**src/rtl/p_dma.sv**
```systemverilog
// p_dma: word-copy DMA engine with a bus-target register port (SRC/DST/LEN/CTRL)
// and a bus-initiator copy port. Define P_DMA_IRQ_EN to add the irq output.
module p_dma #(
  parameter int XLEN         = 32,
  parameter int MAX_LEN_BITS = 16
) (
  input  logic                    clk,
  input  logic                    reset,
  input  logic                    cfg_valid,
  input  logic                    cfg_rw,
  input  logic [XLEN-1:0]         cfg_addr,
  input  logic [XLEN-1:0]         cfg_wdata,
  input  logic [XLEN/8-1:0]       cfg_wstrb,
  input  logic [2:0]              cfg_size,
  output logic                    cfg_ready,
  output logic [XLEN-1:0]         cfg_rdata,
  output logic                    cfg_denied,
  output logic                    cfg_corrupt,
  output logic                    bus_valid,
  output logic                    bus_rw,
  output logic [XLEN-1:0]         bus_addr,
  output logic [XLEN-1:0]         bus_wdata,
  output logic [XLEN/8-1:0]       bus_wstrb,
  output logic [2:0]              bus_size,
  input  logic                    bus_ready,
  input  logic [XLEN-1:0]         bus_rdata,
  input  logic                    bus_denied,
  input  logic                    bus_corrupt
`ifdef P_DMA_IRQ_EN
  ,
  output logic                    irq
`endif
);

  localparam logic [XLEN-1:0]         WORD_STEP = {{(XLEN-3){1'b0}}, 3'd4};
  localparam logic [MAX_LEN_BITS-1:0] LEN_ONE   = {{(MAX_LEN_BITS-1){1'b0}}, 1'b1};
  localparam logic [MAX_LEN_BITS-1:0] LEN_ZERO  = {MAX_LEN_BITS{1'b0}};
  localparam logic [XLEN-1:0]         XZERO     = {XLEN{1'b0}};

  typedef enum logic [2:0] {
    S_IDLE   = 3'd0,
    S_RD_REQ = 3'd1,
    S_RD_GAP = 3'd2,
    S_WR_REQ = 3'd3,
    S_WR_GAP = 3'd4,
    S_FINISH = 3'd5
  } state_t;

  state_t                  state_r, state_s;
  logic [XLEN-1:0]         src_r, src_s, dst_r, dst_s;
  logic [MAX_LEN_BITS-1:0] len_r, len_s, count_r, count_s;
  logic [XLEN-1:0]         src_ptr_r, src_ptr_s, dst_ptr_r, dst_ptr_s;
  logic [XLEN-1:0]         data_r, data_s;
  logic                    done_r, done_s, error_r, error_s;
  logic                    cfg_ready_r, cfg_ready_s, cfg_denied_r, cfg_denied_s;
  logic [XLEN-1:0]         cfg_rdata_r, cfg_rdata_s;
  logic                    bus_valid_r, bus_valid_s, bus_rw_r, bus_rw_s;
  logic [XLEN-1:0]         bus_addr_r, bus_addr_s, bus_wdata_r, bus_wdata_s;
  logic [XLEN/8-1:0]       bus_wstrb_r, bus_wstrb_s;
  logic [2:0]              bus_size_r;
  logic [XLEN-1:0]         status_s;
  logic                    busy_s, accept_s, bad_req_s, bus_err_s;
  logic                    unused_s;
`ifdef P_DMA_IRQ_EN
  logic                    irq_en_r, irq_en_s, irq_r, irq_s;
`endif

  assign busy_s    = (state_r != S_IDLE);
  assign accept_s  = cfg_valid & ~cfg_ready_r;
  assign bus_err_s = bus_denied | bus_corrupt;
  assign bad_req_s = (cfg_size != 3'd2)
                   | (cfg_rw & (cfg_wstrb != {(XLEN/8){1'b1}}))
                   | (cfg_rw & busy_s & (cfg_addr[3:2] != 2'd3));
  assign unused_s  = ^{cfg_addr[XLEN-1:4], cfg_addr[1:0]};

  // Register port decode, copy FSM and next values of every registered output.
  always_comb begin
    state_s      = state_r;
    src_s        = src_r;
    dst_s        = dst_r;
    len_s        = len_r;
    count_s      = count_r;
    src_ptr_s    = src_ptr_r;
    dst_ptr_s    = dst_ptr_r;
    data_s       = data_r;
    done_s       = done_r;
    error_s      = error_r;
    cfg_ready_s  = 1'b0;
    cfg_denied_s = 1'b0;
    cfg_rdata_s  = XZERO;
`ifdef P_DMA_IRQ_EN
    irq_en_s     = irq_en_r;
    status_s     = {{(XLEN-4){1'b0}}, irq_en_r, error_r, done_r, busy_s};
`else
    status_s     = {{(XLEN-4){1'b0}}, 1'b0, error_r, done_r, busy_s};
`endif

    if (accept_s) begin
      cfg_ready_s = 1'b1;
      if (bad_req_s) begin
        cfg_denied_s = 1'b1;
      end else if (cfg_rw) begin
        case (cfg_addr[3:2])
          2'd0: src_s = {cfg_wdata[XLEN-1:2], 2'b00};
          2'd1: dst_s = {cfg_wdata[XLEN-1:2], 2'b00};
          2'd2: len_s = cfg_wdata[MAX_LEN_BITS-1:0];
          2'd3: begin
`ifdef P_DMA_IRQ_EN
            irq_en_s = cfg_wdata[3];
`endif
            if (cfg_wdata[1]) begin
              done_s  = 1'b0;
              error_s = 1'b0;
            end else begin
              done_s  = done_r;
            end
            // Start while busy is silently ignored; a zero-length start completes at once.
            if (cfg_wdata[0] && !busy_s) begin
              done_s    = 1'b0;
              error_s   = 1'b0;
              src_ptr_s = src_r;
              dst_ptr_s = dst_r;
              count_s   = len_r;
              if (len_r == LEN_ZERO) begin
                done_s = 1'b1;
              end else begin
                state_s = S_RD_REQ;
              end
            end else begin
              state_s = state_r;
            end
          end
          default: src_s = src_r;
        endcase
      end else begin
        case (cfg_addr[3:2])
          2'd0:    cfg_rdata_s = src_r;
          2'd1:    cfg_rdata_s = dst_r;
          2'd2:    cfg_rdata_s = {{(XLEN-MAX_LEN_BITS){1'b0}}, len_r};
          2'd3:    cfg_rdata_s = status_s;
          default: cfg_rdata_s = XZERO;
        endcase
      end
    end else begin
      cfg_ready_s = 1'b0;
    end

    case (state_r)
      S_IDLE: state_s = state_s;
      S_RD_REQ: begin
        if (bus_ready && bus_err_s) begin
          error_s = 1'b1;
          done_s  = 1'b1;
          state_s = S_IDLE;
        end else if (bus_ready) begin
          data_s  = bus_rdata;
          state_s = S_RD_GAP;
        end else begin
          state_s = S_RD_REQ;
        end
      end
      S_RD_GAP: state_s = S_WR_REQ;
      S_WR_REQ: begin
        if (bus_ready && bus_err_s) begin
          error_s = 1'b1;
          done_s  = 1'b1;
          state_s = S_IDLE;
        end else if (bus_ready) begin
          src_ptr_s = src_ptr_r + WORD_STEP;
          dst_ptr_s = dst_ptr_r + WORD_STEP;
          count_s   = count_r - LEN_ONE;
          state_s   = S_WR_GAP;
        end else begin
          state_s = S_WR_REQ;
        end
      end
      S_WR_GAP: state_s = (count_r == LEN_ZERO) ? S_FINISH : S_RD_REQ;
      S_FINISH: begin
        done_s  = 1'b1;
        state_s = S_IDLE;
      end
      default: state_s = S_IDLE;
    endcase

    // Bus outputs follow the next state so they are registered yet line up with it.
    if (state_s == S_RD_REQ) begin
      bus_valid_s = 1'b1;
      bus_rw_s    = 1'b0;
      bus_addr_s  = src_ptr_s;
      bus_wdata_s = XZERO;
      bus_wstrb_s = {(XLEN/8){1'b0}};
    end else if (state_s == S_WR_REQ) begin
      bus_valid_s = 1'b1;
      bus_rw_s    = 1'b1;
      bus_addr_s  = dst_ptr_s;
      bus_wdata_s = data_s;
      bus_wstrb_s = {(XLEN/8){1'b1}};
    end else begin
      bus_valid_s = 1'b0;
      bus_rw_s    = 1'b0;
      bus_addr_s  = XZERO;
      bus_wdata_s = XZERO;
      bus_wstrb_s = {(XLEN/8){1'b0}};
    end

`ifdef P_DMA_IRQ_EN
    irq_s = irq_en_s & (done_s | error_s);
`endif
  end

  // State and output registers; reset also drops bus_valid asynchronously.
  always_ff @(posedge clk or negedge reset) begin
    if (!reset) begin
      state_r      <= S_IDLE;
      src_r        <= XZERO;
      dst_r        <= XZERO;
      len_r        <= LEN_ZERO;
      count_r      <= LEN_ZERO;
      src_ptr_r    <= XZERO;
      dst_ptr_r    <= XZERO;
      data_r       <= XZERO;
      done_r       <= 1'b0;
      error_r      <= 1'b0;
      cfg_ready_r  <= 1'b0;
      cfg_denied_r <= 1'b0;
      cfg_rdata_r  <= XZERO;
      bus_valid_r  <= 1'b0;
      bus_rw_r     <= 1'b0;
      bus_addr_r   <= XZERO;
      bus_wdata_r  <= XZERO;
      bus_wstrb_r  <= {(XLEN/8){1'b0}};
      bus_size_r   <= 3'd0;
`ifdef P_DMA_IRQ_EN
      irq_en_r     <= 1'b0;
      irq_r        <= 1'b0;
`endif
    end else begin
      state_r      <= state_s;
      src_r        <= src_s;
      dst_r        <= dst_s;
      len_r        <= len_s;
      count_r      <= count_s;
      src_ptr_r    <= src_ptr_s;
      dst_ptr_r    <= dst_ptr_s;
      data_r       <= data_s;
      done_r       <= done_s;
      error_r      <= error_s;
      cfg_ready_r  <= cfg_ready_s;
      cfg_denied_r <= cfg_denied_s;
      cfg_rdata_r  <= cfg_rdata_s;
      bus_valid_r  <= bus_valid_s;
      bus_rw_r     <= bus_rw_s;
      bus_addr_r   <= bus_addr_s;
      bus_wdata_r  <= bus_wdata_s;
      bus_wstrb_r  <= bus_wstrb_s;
      bus_size_r   <= 3'd2;
`ifdef P_DMA_IRQ_EN
      irq_en_r     <= irq_en_s;
      irq_r        <= irq_s;
`endif
    end
  end

  assign cfg_ready   = cfg_ready_r;
  assign cfg_rdata   = cfg_rdata_r;
  assign cfg_denied  = cfg_denied_r;
  assign cfg_corrupt = 1'b0;
  assign bus_valid   = bus_valid_r;
  assign bus_rw      = bus_rw_r;
  assign bus_addr    = bus_addr_r;
  assign bus_wdata   = bus_wdata_r;
  assign bus_wstrb   = bus_wstrb_r;
  assign bus_size    = bus_size_r;
`ifdef P_DMA_IRQ_EN
  assign irq         = irq_r;
`endif

endmodule

```
**config.mk**
```make
export PLATFORM = sky130hd
export DESIGN_NAME = p_dma
export DESIGN_NICKNAME = d
export VERILOG_FILES = /design/src/rtl/p_dma.sv
export SDC_FILE = /design/constraint.sdc
export NUM_CORES = 1
export LEC_CHECK = 0
export ABC_CLOCK_PERIOD_IN_PS = 4700
export BUFFER_PORTS_ARGS = -buffer_cell sky130_fd_sc_hd__buf_2
export CORE_MARGIN = 2
export CORE_UTILIZATION = 50
export DETAILED_ROUTE_END_ITERATION = 10
export PLACE_DENSITY = 0.76
export SLEW_MARGIN = 10
export SYNTH_ARGS = -nofsm -noshare
export SYNTH_HDL_FRONTEND = slang
export SYNTH_SLANG_ARGS = --single-unit
export TNS_END_PERCENT = 20
```
**constraint.sdc**
```tcl
create_clock -name clk -period 4.7 [get_ports clk]
set_input_delay 0.235 -clock clk [delete_from_list [all_inputs] [get_ports clk]]
set_output_delay 0.235 -clock clk [all_outputs]
set_load 0.02 [all_outputs]
```
* Yosys cells after proc, flatten, opt, wreduce, memory -nomap -nowiden *
Index checks and enable logic that the tools add are counted.

storage, ports and cells
  bits in registers = 298
  input bits = 110
  output and inout bits = 108
  word-level logic and storage cells = 128

operators by class
  equality and inequality tests = 13
  bitwise operators = 9
  muxes and demuxes = 72
  reductions and logical operators = 12
  $add $sub $neg = 3

operators with widths
  kind                                                                      number
  32-bit 2-to-1 mux                                                         26
  16-bit 2-to-1 mux                                                         8
  32-bit case mux with 4 select lines                                       1
  32-bit by 3-bit adder with 32-bit output (second input constant)          2
  16-bit zero test                                                          2
  3-bit 2-to-1 mux                                                          9
  1-bit 2-to-1 mux                                                          22
  16-bit by 1-bit subtractor with 16-bit output (second input constant)     1
  3-bit case mux with 5 select lines                                        1
  4-bit AND reduction                                                       3
  3-bit by 2-bit equality test with 1-bit output (second input constant)    3
  4-bit 2-to-1 mux                                                          2
  3-bit by 1-bit equality test with 1-bit output (second input constant)    2
  3-bit equality test (second input constant)                               2
  1-bit bitwise AND                                                         4
  2-bit equality test (second input constant)                               2
  2-bit 2-to-1 mux                                                          2
  4-bit inequality test (second input constant)                             1
  3-bit zero test                                                           1
  3-bit by 2-bit inequality test with 1-bit output (second input constant)  1
  1-bit OR                                                                  3
  3-bit nonzero test                                                        1
  2-bit by 1-bit equality test with 1-bit output (second input constant)    1
  1-bit logical AND                                                         2
  other kinds (6)                                                           7

* Logic depth before layout (Yosys ltp) *
  depth after elaboration = 13
  depth in mapped cells = 10
  gate-level depth less buffers = 8

* Least setup slack after synthesis *
No wires, ideal clock.

  path type = reg2reg
  start = register count_r[10]
  end = register bus_addr_r[18] (netlist: bus_addr[18])
  buffers on the path = 1
  period minus slack after synthesis = 2.082 ns
  slack = 2.618 ns
  library setup time = 0.121 ns
  cell stages (with the launch flop) = 8
  arrival = 1.962 ns
  cells stage by stage = dfrtp_1 or3_4 or4_4 o31ai_4 a21oi_2 nor2b_4 buf_6 a22o_1

between the ends
  cells in the longest elaborated chain, start to end = 6
  elaborated cells between the ends (all ways) = 7

RTL lines
  item                                            line  text
  start: declaration                              51    logic [MAX_LEN_BITS-1:0] len_r, len_s, count_r, count_s;
  start signal: assignment                        242   count_r <= count_s;
  16-bit zero test *                              177   S_WR_GAP: state_s = (count_r == LEN_ZERO) ? S_FINISH : S_RD_REQ;
  3-bit 2-to-1 mux *                              177
  3-bit case mux with 5 select lines *            148   case (state_r)
  named net state_s[2]                            49    state_t state_r, state_s;
  3-bit by 2-bit equality test with 1-bit output  192   end else if (state_s == S_WR_REQ) begin
  32-bit 2-to-1 mux                               192
  32-bit 2-to-1 mux *                             186   if (state_s == S_RD_REQ) begin
  named net bus_addr_s[18]                        58    logic [XLEN-1:0] bus_addr_r, bus_addr_s, bus_wdata_r, bus_wdata_s;
  end signal: assignment                          253   bus_addr_r <= bus_addr_s;
  end: declaration                                58

The timed path passes the listed nets; every way through them passes the cells marked *.
A chain may end at the register's enable or synchronous reset.

* Worst setup path in the final report *
  start = register state_r[2]
  end = register bus_addr_r[12] (netlist: bus_addr[12])

between the ends
  cells in the longest elaborated chain, start to end = 13
  elaborated cells between the ends (all ways) = 38

RTL lines
  item                      line  text
  start: declaration        49
  start signal: assignment  238   state_r <= state_s;
  3-bit nonzero test        68    assign busy_s = (state_r != S_IDLE);
  1-bit zero test           118   if (cfg_wdata[0] && !busy_s) begin
  1-bit logical AND         118
  32-bit 2-to-1 mux         118
  32-bit 2-to-1 mux         103   case (cfg_addr[3:2])
  32-bit 2-to-1 mux         102   end else if (cfg_rw) begin
  32-bit 2-to-1 mux         100   if (bad_req_s) begin
  32-bit 2-to-1 mux         98    if (accept_s) begin
  32-bit 2-to-1 mux         168   end else if (bus_ready) begin
  32-bit 2-to-1 mux         164   if (bus_ready && bus_err_s) begin
  32-bit 2-to-1 mux *       148
  named net dst_ptr_s[12]   52    logic [XLEN-1:0] src_ptr_r, src_ptr_s, dst_ptr_r, dst_ptr_s;
  32-bit 2-to-1 mux *       192
  32-bit 2-to-1 mux *       186
  named net bus_addr_s[12]  58

Marks and branches as above.

==> results.cfg <==
[cells_and_area]
fraction_of_final_layout_cells_sized_beyond_drive_strength_1_pct = 27.7
leading_cell_type_in_the_layout_fill_and_taps_excluded = sky130_fd_sc_hd__dfrtp_1
final_core_util_pct = 62.6
diodes = 0
final_cell_mix = sky130_fd_sc_hd__dfrtp_1 (294), sky130_fd_sc_hd__buf_2 (183), sky130_fd_sc_hd__nor2_1 (130), sky130_fd_sc_hd__mux2_2 (109)
final_net_count = 1482
layout_stage_area_growth_over_the_synthesis_result_pct = 23.1

[grt]
global_route_met1_utilization_pct = 32.4
gr-max-usage-layer = met2
congestion_overflow_gr = 0
grt_start_max_net_pins = 106
groute.usage.overall_pct = 25.5
grt_met3_usage_pct = 5.45
vias_in_the_first_global_route = 10440
gr-usage-met2_pct = 43.6
grt_antenna_before_repair = 0
grt_pass1_wl_um = 54200

[critical_path]
signal_arrival_time_at_the_worst_endpoint_ns = 3.46
timing.critical_path.cells = nor3_4 -> nand4_1 -> o21ai_4 -> a21oi_1 -> nor3_1 -> a22o_1
timing.critical_path.to_type = flip-flop
crit_slowest_cell = sky130_fd_sc_hd__o21ai_4
worst-r2r-cell-count = 6
start_kind = flip-flop
critical_path.max_fanout = 37
setup.reg_to_reg.worst_slack_ns = 1.71
timing.rr.start = state_r[2]
worst_reg2reg_path_endpoint = bus_addr[12]
worst_path_largest_cell_delay_ns = 0.93
worst_ep_required_time_ns = 5.17
worstSetupPathType = reg2reg

[clocking]
clk_root_buffer_cell = sky130_fd_sc_hd__clkbuf_16
cts_max_path_buffers = 3
path_clk_slew_ns = 0.06
htree_levels = 1
cts.repair_timing.setup_buffer_count = 0
tritoncts.num_buffers = 30
worstSkewPairLatency_ns = 0.55
cts_tree = done
cts_sinks = 294

[route]
detail_route.wl_per_cell_um = 19.7
dr_total_vias = 10147
vias_per_inst = 5.89
drtPass1Iterations = 5
finalWirelength_um = 34000
drt_iter0_markers = 888
post_detailed_route_drc_marker_count = 0
detail-route-antenna-nets = 0

[timing]
timing.final.hold_violations = 0
clock_skew_ns = 0.0125
grt_setup_unrepaired = false
final_period_util_pct = 63.6
slew_viol_final = 0
setup-tns-final_ns = 0
slew-limit-headroom_pct = 29.2
period_needed_ns = 2.99
worst_slack_ns = 1.71
setup-violations-final = 0
fmax_mhz = 335
fin_worst_hold_slack_ns = 0.0614
max_slew.worst_pin.slew_ns = 1.06

[floorplan]
core_area_um2 = 25200
num_rows = 58
io_pins = 218
die_area_um2 = 26900
floorplan.die.height_um = 164
die_w_um = 164
floorplan.initialDensity_pct = 50.9

[hold_path]
hold_path.startpoint = cfg_size[2]
whs_path_depth = 3
hold_path_end = cfg_denied
worst_hold_path_type = in2reg

[place]
place_congestion = 0.892
placed_wire_length_estimate_after_detailed_placement_um = 21900
pre_cts_ws_ns = 1.83
port_buffers = 184

[logic_synthesis]
dominant_cells_by_area_after_synthesis = sky130_fd_sc_hd__dfrtp_1 (57%), sky130_fd_sc_hd__mux2_2 (9.6%), sky130_fd_sc_hd__nor2_1 (3.8%)
synth_top_flop_cell = sky130_fd_sc_hd__dfrtp_1
synth_edf_count = 0
synth_cells = 1133
postSynthRegisterBits = 294
synthesis.yosys.warnings = 0
synthesis.area_per_instance_um2 = 11.3
ys_types = 65
async_flop_share_pct = 100
post_synthesis_instance_area_um2 = 12800
yosysTopAreaCellShare_pct = 57.4
synth_seq_area_share_pct = 57.4
synth_top_cell_by_area = sky130_fd_sc_hd__dfrtp_1

[power_and_ir_drop]
power_density_nw_per_um2 = 422
vdd.ir_drop.worst_uv = 362
power.static_leakage_nw = 7.90

[job]
cap_viol_max_count = 0

[outcome]
outcome = finished, final reports clean
-- power by group --
group | switching [mW] | internal, mW
clock network | 0.976 | 1.57
logic | 0.682 | 0.421
registers | 0.192 | 2.80
total | 1.85 | 4.80
-- kinds of logic after synthesis --
family                     synth area share, %
adders and majority gates                0.293
DFF                                       57.4
and+or+nand+nor                           15.1
AOI/OAI and AO/OA                         11.9
muxes                                     12.3
other                                   0.0586
buffers and inverters                     2.84
xor gates and xnor gates                0.0684
-- area by class of cell --
cell class / count / area, µm²
inverters: 13 / 48.8
fillers: 1957 / 9420
clock inverters: 13 / 201
repair buffers: 269 / 1750
well taps: 330 / 413
multi-input cells: 761 / 5120
flip-flops and latches: 294 / 7360
clock buffers: 42 / 877
-- critical path: cells and delay by family, from the launching register on --
family             cells  cell delay, ns
AOI/OAI and AO/OA      3            1.36
and+or+nand+nor        3            1.01
DFF                    1            0.51
-- registers in the layout (all words and copies together), names as in the netlist, 16 cells and up --
register / count
dst_r: 30
count_r: 16
src_ptr_r: 32
len_r: 16
dst_ptr_r: 32
bus_wdata: 32
data_r: 32
src_r: 30
cfg_rdata: 32
bus_addr: 32
-- timing repair --
| item | CTS | global route |
|---|---|---|
| hold buffers | 67 | 0 |
| resized for setup | 0 | 0 |
| endpoints found under the hold margin | 211 | 0 |
-- worst max-delay path by stage --
stage	start	endpoint	slack (ns)	cells after the start
floorplan	count_r[10]	bus_addr[18]	2.62	7
global placement	cfg_size[0]	bus_addr[5]	1.86	7
detailed placement	cfg_size[0]	bus_addr[13]	1.83	7
CTS	state_r[2]	bus_addr[13]	1.78	6
global route	state_r[2]	bus_addr[13]	1.54	6
finish	state_r[2]	bus_addr[12]	1.71	6
-- Yosys cell counts (all sizes together) (25+ instances only) --
library cell,count
mux2i,33
a21oi,69
a211oi,26
nand2,66
buf,31
nand3,33
nor2,131
nor3,25
dfrtp,294
o21ai,39
clkbuf,36
mux2,109
and3,50
-- through the flow --
| step | total power [mW] | cell area (µm²) | std cells |
|---|---|---|---|
| 6_report | 6.65 | 15800 | 1722 |
| 5_1_grt | 6.93 | 15800 | 1722 |
| 4_1_cts | 6.67 | 15800 | 1722 |
| 3_5_place_dp | 4.08 | 14000 | 1600 |
| 3_3_place_gp | 4.04 | 14000 | 1600 |
| 2_1_floorplan | 3.69 | 12800 | 1135 |
-- metal layers --
layer / routed length (µm) / vias up
met5: 0 / -
met4: 922 / 0
met3: 2650 / 66
met2: 16900 / 436
met1: 13500 / 5051
li1: - / 4594
No activity file was read; power rests on OpenSTA's default activity.
